===== config.mk =====
export PLATFORM = sky130hd
export DESIGN_NAME = cia_addsub_seq
export DESIGN_NICKNAME = d
export VERILOG_FILES = /design/src/rtl/cia_pkg.sv /design/src/rtl/cia_block.sv /design/src/rtl/cia_addsub_seq.sv
export SDC_FILE = /design/constraint.sdc
export NUM_CORES = 1
export LEC_CHECK = 0
export CAP_MARGIN = 20
export CELL_PAD_IN_SITES_DETAIL_PLACEMENT = 0
export CELL_PAD_IN_SITES_GLOBAL_PLACEMENT = 1
export CORE_MARGIN = 2
export CORE_UTILIZATION = 43
export DETAILED_ROUTE_END_ITERATION = 8
export PLACE_DENSITY = 0.85
export SLEW_MARGIN = 20
export SYNTH_ARGS = -nofsm -noshare
export SYNTH_HDL_FRONTEND = slang
export SYNTH_SLANG_ARGS = --single-unit

===== constraint.sdc =====
create_clock -name clk -period 3.8 [get_ports clk]
set_clock_uncertainty 0.15 [all_clocks]
set_input_delay 0.76 -clock clk [delete_from_list [all_inputs] [get_ports clk]]
set_output_delay 0.76 -clock clk [all_outputs]
set_load 0.01 [all_outputs]

===== src/rtl/cia_pkg.sv =====
// Shared types and defaults for the sequential carry-increment add/sub unit.
package cia_pkg;

    typedef enum logic [1:0] {
        IDLE,
        CALC,
        DONE
    } state_t;

    localparam int BLOCK_DEFAULT = 4;

endpackage


===== src/rtl/cia_block.sv =====
// One carry-increment slice: raw sum with carry 0, bumped by one when cin is set.
module cia_block #(
    parameter int BLOCK = 4
) (
    input  logic [BLOCK-1:0] a,
    input  logic [BLOCK-1:0] b,
    input  logic             cin,
    output logic [BLOCK-1:0] s,
    output logic             cout
);

    logic [BLOCK:0] raw;
    logic [BLOCK:0] inc;

    assign raw  = {1'b0, a} + {1'b0, b};
    assign inc  = {1'b0, raw[BLOCK-1:0]} + {{BLOCK{1'b0}}, 1'b1};
    assign s    = cin ? inc[BLOCK-1:0] : raw[BLOCK-1:0];
    assign cout = raw[BLOCK] | (cin & inc[BLOCK]);

endmodule


===== src/rtl/cia_addsub_seq.sv =====
// Sequential adder/subtractor: one BLOCK-bit carry-increment slice per cycle,
// valid/ready on both sides.
module cia_addsub_seq
    import cia_pkg::*;
#(
    parameter int WIDTH = 16,
    parameter int BLOCK = BLOCK_DEFAULT
) (
    input  logic             clk,
    input  logic             rst,
    input  logic             in_valid,
    output logic             in_ready,
    input  logic [WIDTH-1:0] a,
    input  logic [WIDTH-1:0] b,
    input  logic             sub,
    input  logic             carry_in,
    output logic             out_valid,
    input  logic             out_ready,
    output logic [WIDTH-1:0] sum,
    output logic             carry_out,
    output logic             overflow
);

    localparam int NSLICE = WIDTH / BLOCK;
    localparam int CW     = (NSLICE > 1) ? $clog2(NSLICE) : 1;
    localparam logic [CW-1:0] LAST = CW'(NSLICE - 1);

    state_t           state_q, state_d;
    logic [CW-1:0]    cnt_q, cnt_d;
    logic [WIDTH-1:0] a_q, a_d;
    logic [WIDTH-1:0] b_q, b_d;
    logic             c_q, c_d;
    logic [WIDTH-1:0] acc_q, acc_d;
    logic [WIDTH-1:0] sum_q, sum_d;
    logic             cout_q, cout_d;
    logic             ovf_q, ovf_d;
    logic             in_ready_q, in_ready_d;
    logic             out_valid_q, out_valid_d;

    logic [BLOCK-1:0] blk_s;
    logic             blk_cout;
    logic             msb_cin;

    // Operands shift right each cycle so the active slice is always the low one.
    cia_block #(
        .BLOCK(BLOCK)
    ) u_block (
        .a    (a_q[BLOCK-1:0]),
        .b    (b_q[BLOCK-1:0]),
        .cin  (c_q),
        .s    (blk_s),
        .cout (blk_cout)
    );

    assign msb_cin = a_q[BLOCK-1] ^ b_q[BLOCK-1] ^ blk_s[BLOCK-1];

    always_comb begin
        state_d     = state_q;
        cnt_d       = cnt_q;
        a_d         = a_q;
        b_d         = b_q;
        c_d         = c_q;
        acc_d       = acc_q;
        sum_d       = sum_q;
        cout_d      = cout_q;
        ovf_d       = ovf_q;
        in_ready_d  = in_ready_q;
        out_valid_d = out_valid_q;
        unique case (state_q)
            IDLE: begin
                if (in_valid && in_ready_q) begin
                    a_d        = a;
                    b_d        = b ^ {WIDTH{sub}};
                    c_d        = carry_in ^ sub;
                    cnt_d      = '0;
                    in_ready_d = 1'b0;
                    state_d    = CALC;
                end
            end
            CALC: begin
                a_d   = a_q >> BLOCK;
                b_d   = b_q >> BLOCK;
                c_d   = blk_cout;
                acc_d = {blk_s, acc_q[WIDTH-1:BLOCK]};
                cnt_d = cnt_q + 1'b1;
                if (cnt_q == LAST) begin
                    cnt_d       = '0;
                    sum_d       = acc_d;
                    cout_d      = blk_cout;
                    ovf_d       = msb_cin ^ blk_cout;
                    out_valid_d = 1'b1;
                    state_d     = DONE;
                end
            end
            DONE: begin
                if (out_ready) begin
                    out_valid_d = 1'b0;
                    in_ready_d  = 1'b1;
                    state_d     = IDLE;
                end
            end
            default: begin
                state_d = IDLE;
            end
        endcase
    end

    always_ff @(posedge clk or posedge rst) begin
        if (rst) begin
            state_q     <= IDLE;
            cnt_q       <= '0;
            a_q         <= '0;
            b_q         <= '0;
            c_q         <= 1'b0;
            acc_q       <= '0;
            sum_q       <= '0;
            cout_q      <= 1'b0;
            ovf_q       <= 1'b0;
            in_ready_q  <= 1'b1;
            out_valid_q <= 1'b0;
        end else begin
            state_q     <= state_d;
            cnt_q       <= cnt_d;
            a_q         <= a_d;
            b_q         <= b_d;
            c_q         <= c_d;
            acc_q       <= acc_d;
            sum_q       <= sum_d;
            cout_q      <= cout_d;
            ovf_q       <= ovf_d;
            in_ready_q  <= in_ready_d;
            out_valid_q <= out_valid_d;
        end
    end

    assign in_ready  = in_ready_q;
    assign out_valid = out_valid_q;
    assign sum       = sum_q;
    assign carry_out = cout_q;
    assign overflow  = ovf_q;

endmodule


# --- Yosys cells after proc, flatten, opt, wreduce, memory -nomap -nowiden ---
# Index checks and enable logic that the tools add are counted.
word_totals:
  regBits: 73
  inputBits: 38
  word_cells: 57
classes:
  n_addsub: 3
  eq_ne: 6
  muxes: 20
  bitwise: 7
  n_reduce_logical: 10
ops:
  columns: ["op", "n"]
  rows:
  - ["16-bit one-hot mux with 2 select lines", 2]
  - ["16-bit 2-to-1 mux", 2]
  - ["16-bit bitwise XOR", 1]
  - ["2-bit 2-to-1 mux", 5]
  - ["3-bit AND reduction", 3]
  - ["2-bit != test, second input constant", 3]
  - ["1-bit one-hot mux with 2 select lines", 3]
  - ["2-bit one-hot mux with 3 select lines", 1]
  - ["2-bit nonzero test", 3]
  - ["4-bit by 1-bit adder with 5-bit output, second input constant", 1]
  - ["4-bit by 4-bit adder with 5-bit output", 1]
  - ["1-bit 2-to-1 mux", 5]
  - ["2-bit == test, second input constant", 2]
  - ["4-bit 2-to-1 mux", 1]
  - ["2-bit one-hot mux with 2 select lines", 1]
  - ["2-bit AND reduction", 2]
  - ["1-bit bitwise XOR", 4]
  - ["2-bit by 1-bit adder with 2-bit output, second input constant", 1]
  - ["2-bit by 1-bit == test with 1-bit output, second input constant", 1]
  - ["2-bit logical NOT", 1]
  - ["1-bit AND", 1]
  - ["1-bit logical AND", 1]
  - ["1-bit bitwise OR", 1]

# --- Depth between registers and ports, before layout ---
depth:
  ltp_word: 5
  mapped_depth: 8
  ltp_nobuf: 8

# --- Hierarchy ---
# From an unflattened synthesis, not the netlist that was laid out.
unflattened:
  cells_unflattened: 305
  hier_area_um2: 3214.3
modules_own_cells:
  columns: ["module", "instances", "cells_each", "area_each_um2"]
  rows:
  - ["cia_addsub_seq", 1, 284, 2996.6]
  - ["cia_block", 1, 21, 217.7]

# --- Least setup slack after synthesis ---
# Ideal clock, no wire load.
synth_timing:
  path_type: "register to register"
  startpoint: "register a_q[0]"
  endpoint: "register ovf_q, in the netlist overflow"
  arrival_ps: 1992
  setup_slack_ps: 1564
  stages_incl_launch_ff: 9
  synth_period_minus_slack_ps: 2236
  path_cell_list: "dfrtp_1 -> ha_1 -> fa_1 -> ha_1 -> nand2_1 -> or2_4 -> mux2i_1 -> xnor2_1 -> a211oi_1"
synth_between:
  elab_chain_cells: 5
synth_lines:
  columns: ["item", "line", "rtl"]
  rows:
  - ["start, declared", "cia_addsub_seq.sv:30", "logic [WIDTH-1:0] a_q, a_d;"]
  - ["start signal, assigned", "cia_addsub_seq.sv:112", "a_q <= '0;"]
  - ["start signal, assigned", "cia_addsub_seq.sv:124", "a_q <= a_d;"]
  - ["4-bit by 4-bit adder with 5-bit output *", "cia_block.sv:15", "assign raw = {1'b0, a} + {1'b0, b};"]
  - ["4-bit by 1-bit adder with 5-bit output", "cia_block.sv:16", "assign inc = {1'b0, raw[BLOCK-1:0]} + {{BLOCK{1'b0}}, 1'b1};"]
  - ["4-bit 2-to-1 mux or 1-bit AND (tied branches)", "cia_block.sv:17, cia_block.sv:18", null]
  - ["1-bit bitwise XOR or 1-bit bitwise OR (tied branches)", "cia_addsub_seq.sv:55, cia_block.sv:18", null]
  - ["1-bit bitwise XOR *", "cia_addsub_seq.sv:90", "ovf_d = msb_cin ^ blk_cout;"]
  - ["end signal, assigned", "cia_addsub_seq.sv:130", "ovf_q <= ovf_d;"]
  - ["end, declared", "cia_addsub_seq.sv:36", "logic ovf_q, ovf_d;"]
# Mark *: on every way between the ends. The rest lies on a longest branch, timed or not.
# A chain may end at the register's enable or synchronous reset.

# --- Worst setup path after layout ---
# Ends and elaborated chain as after synthesis.

==> results.txt <==
The flow ran to the end, and the final reports show no timing, DRC or antenna violations. After synthesis, flip-flops and latches occupy 54.9% of the total area. The routed via count divided by cell count was 5.01.

During I/O placement, the number of pins put on the boundary was 58. The flip-flop cell with the highest count after synthesis is sky130_fd_sc_hd__dfrtp_1. Post-CTS repair changed the size of 0 cells.

Detailed placement ended at an HPWL of 4160 µm. The run gives 450 as the count of placed standard cells including taps. Averaged over all synthesized cells, the footprint is 10.2 µm². In this run the standard cell core region covers 0.00718 mm². Destination of the worst hold path: acc_q[5].

For the pin with the worst max-slew slack, the measured transition is 956 ps. Along the worst hold path, the cell count comes to 2. The synthesized netlist devotes 3.02% of its cell area to adder and majority cells.

The congestion estimate from routability-driven global placement came to 0.779. Setup repair after global routing left no endpoint under its margin. The maximum buffer depth of the clock tree came out at 2. Measured along the x axis, the die boundary spans 89.5 µm.

Headroom to the max-slew limit came out at 36.3%. Depth of the worst register-to-register path: 8. At the end of the flow, the number of nets in the layout was 407.

The final clock period utilization by the worst path was 64.0%; the number of violations of the max-capacitance limit was 0. For this block, the routed nets add up to 6030 µm of wire. The tools report the buffers inserted during post-CTS setup optimization as 0.

Counting flops with a built-in enable in the synthesized netlist gives 0. The synthesized netlist contains 32 unique library cells. Number of global-route vias before repair: 2,300. The number of synthesized register bits was 69; the footprint of the multi-input gates was 0.00132 mm². For this run, the number of Yosys warnings is 0. In the synthesized netlist the async set-or-reset flop fraction comes to 100%. After detailed routing, the number of remaining DRC violations is 0. Launching element type of the critical path: a register. The register-to-register setup slack was 1370 ps; the area of the die was 0.00802 mm². The XOR/XNOR share of the synthesized area is 6.40%. The tools report the final setup slack of the worst path as 1370 ps.

Ranked by total cell area, the synthesized netlist is headed by sky130_fd_sc_hd__dfrtp_1 (54%), sky130_fd_sc_hd__nand2_1 (8.5%), sky130_fd_sc_hd__xnor2_1 (6.1%). In this run the most critical hold path is launched from acc_q[5]. The data required time at the worst endpoint is 3880 ps, and the maximum single-stage delay on the critical path is 550 ps. Total via count after detailed routing: 2,308. In this run the static leakage power is 1.81 nW.

The switching share of total power was 20.9%; the antenna diode count was 0. After filler insertion, the fill cell instance count of the layout stands at 670. The detail route stage leaves a number of antenna-violating nets equal to 0.

Setup violations remaining at the end of the flow were counted as 0. After synthesis, the largest family of logic cells by area is simple AND/OR/NAND/NOR gates. The worst setup path is captured at a register.

The tools report the achievable frequency as 0.411 GHz. The number of hold buffers added after CTS was 0. For this configuration, the core starts out at a cell density of 43.8%. The largest individual stage delay along the critical path comes from the cell sky130_fd_sc_hd__fa_1. The number of nets in the synthesized netlist is 354. STA puts the critical path data arrival time at 2510 ps.

The finished layout holds 461 standard cells, fillers aside. After the first detailed-routing iteration, the DRC count stood at 74. Entering global routing, the biggest net connects 53 pins. In this run the tool buffered the top-level ports with 57 buffer cells. The clock network is responsible for 36.8% of the overall power. The number of antenna violations at the first check in global routing was 0. The global-route congestion overflow total was 0; the area overhead of the layout relative to synthesis was 25.0%. For the worst-skew pair, the clock arrives at the later sink with an insertion delay of 330 ps. In this run the core area contains 31 standard-cell rows.

Clock-pin slew was measured on the worst setup and hold paths at 70 ps. Share of synthesized cell area in and, or, nand and nor gates: 16.4%. The most numerous cell type found on the critical path is sky130_fd_sc_hd__ha_1. The tools report the endpoint of the worst-slack reg-to-reg timing path as overflow. Synthesis produced 309 cells. Largest fanout on the critical path: 3. Combinational cells account for 6.1% of the total power. For this design the ratio of total power to cell area is 327 mW/mm². After routing, the total negative slack on setup checks comes to 0 ps. The tools report the count of final hold-check violations as 0. Start-to-end type of the worst setup path: reg -> reg.

The design internal power is 1.02 mW. The die outline height was 89.5 µm; the pre-CTS setup slack was 1070 ps. The run gives 1.29 mW as the total design power. Total count of max-transition violations in the final report: 0. At the end of the flow the core is filled with cells to 54.8%. Summing the areas of all compound-gate instances in the mapped netlist gives 10.8% of the synthesized area. The worst voltage drop across the vdd grid is 0.157 mV, and the routed wirelength normalized by instance count is 13.1 µm. The share of final-layout standard cells stronger than drive strength 1 works out to 9.67%. Buffers inserted during clock tree synthesis total 9.

The tools report the total global-route track usage as 16.8%. Summing all flip-flop and latch instances after layout gives 0.00173 mm². In this run the critical register-to-register path is launched from a_q[0].

The portion of synthesized area spent on multiplexers is 5.29%. The combined area of all synthesized cells was 0.00315 mm². Summed over its instances, the top area cell type makes up 54.1% of the synthesized netlist area.

The tree is rooted in a sky130_fd_sc_hd__clkbuf_8. The H-tree was split into 3 levels. The first detailed-routing pass ran for 4 iterations.

The minimum clock period after layout works out to 2430 ps. TritonCTS built the clock tree. Walking the worst path, the cells encountered are ha_1, fa_1, ha_1, nand2_1, or2_4, mux2i_1, xnor2_1, a211oi_1. Of all cell types, the one taking the most synthesized area is sky130_fd_sc_hd__dfrtp_1.

Sequential cells burn 57.1% of the power. The class of the tightest hold or removal check was reg -> reg. The clock sink count came out at 69. For this design the total switching power over the nets is 0.269 mW. The first global-routing pass estimated 10,300 µm of wire.
[per-layer routing]
layer / share of wire [%] / track usage (%)
met1: 47 / 21.5
met2: 47 / 27.0
met3: 4.3 / 3.79
met4: 1.9 / 8.55
met5: 0 / 0
[sequential cells by signal, summed over array words and instances, names as in the netlist, 2 cells and up]
| name | cells |
|---|---|
| acc_q | 12 |
| b_q | 16 |
| a_q | 16 |
| sum | 16 |
| cnt_q | 2 |
| state_q | 2 |
[Yosys cell counts, drive strengths merged (2+ instances only)]
library cell	number
nand2	72
dfrtp	68
nor2	30
xnor2	22
o21ai	16
mux2	13
a221o	12
a31oi	12
nand3	11
clkbuf	10
buf	9
a21oi	7
ha	6
inv	4
nor3	3
mux2i	2
nand2b	2
[power groups by stage]
stage               registers, mW  logic (mW)  clock network (mW)
CTS                         0.735      0.0804               0.487
floorplan                   0.748      0.0325                   0
global placement            0.748      0.0804                   0
finish                      0.735      0.0782               0.474
global route                0.734      0.0856               0.521
detailed placement          0.748      0.0802                   0
[worst max path at each step]
stage	start	endpoint	slack (ps)	depth (start not counted)
CTS	a_q[0]	overflow	1350	8
global placement	in_valid	b_q[7]	900	5
detailed placement	in_valid	b_q[15]	1070	5
floorplan	rst	a_q[0]	1150	1
global route	a_q[0]	overflow	1220	8
finish	a_q[0]	overflow	1370	8
[through the flow]
stage	cell area, µm²	hold slack (ps)
2_1_floorplan	3150	289
3_3_place_gp	3790	303
3_5_place_dp	3790	315
4_1_cts	3930	332
5_1_grt	3930	354
6_report	3930	328
[kinds of logic after synthesis]
group | count (synthesis)
simple gates | 121
flops | 69
compound gates | 51
xor+xnor | 23
buf+inv | 23
mux | 15
fa+ha+maj | 7
[placed cells by master, fill, tap and decap left out]
cell	count
sky130_fd_sc_hd__o21a_1	1
sky130_fd_sc_hd__dfrtp_1	68
sky130_fd_sc_hd__clkbuf_8	10
sky130_fd_sc_hd__fa_1	1
sky130_fd_sc_hd__xor2_1	1
sky130_fd_sc_hd__a21o_1	1
sky130_fd_sc_hd__ha_1	6
sky130_fd_sc_hd__inv_2	1
sky130_fd_sc_hd__nor2_2	2
sky130_fd_sc_hd__a21oi_1	7
sky130_fd_sc_hd__mux2i_1	2
sky130_fd_sc_hd__buf_4	4
sky130_fd_sc_hd__xnor2_1	22
sky130_fd_sc_hd__a211oi_1	1
sky130_fd_sc_hd__o31ai_1	1
sky130_fd_sc_hd__mux2_2	11
sky130_fd_sc_hd__nand2b_2	1
sky130_fd_sc_hd__a31oi_1	12
sky130_fd_sc_hd__mux2_1	2
sky130_fd_sc_hd__nor3_1	3
sky130_fd_sc_hd__o21ai_1	1
sky130_fd_sc_hd__nor3b_4	1
sky130_fd_sc_hd__a221o_1	12
sky130_fd_sc_hd__clkdlybuf4s50_1	57
sky130_fd_sc_hd__inv_1	3
sky130_fd_sc_hd__nand2_2	1
sky130_fd_sc_hd__nor2_1	28
sky130_fd_sc_hd__clkbuf_1	1
sky130_fd_sc_hd__or2_4	1
sky130_fd_sc_hd__dfstp_2	1
sky130_fd_sc_hd__o21ai_0	15
sky130_fd_sc_hd__or3b_2	1
sky130_fd_sc_hd__nand2b_4	1
sky130_fd_sc_hd__nand2_1	71
sky130_fd_sc_hd__nand3_1	11
[worst max-delay path, delay by kind of cell, from the launching register on]
kind            cells  cell delay, ps
mux                 1             130
flops               1             390
compound gates      1             260
fa+ha+maj           3             950
xor+xnor            1             150
simple gates        2             310
[final cells by class]
class	instances	area share, %
clock buffers	11	3.60
inverters	4	0.382
multi-input cells	217	33.6
flip-flops and latches	69	44.0
well taps	99	3.15
repair buffers	61	15.3
Note: power is estimated with default switching activity, not from simulation.
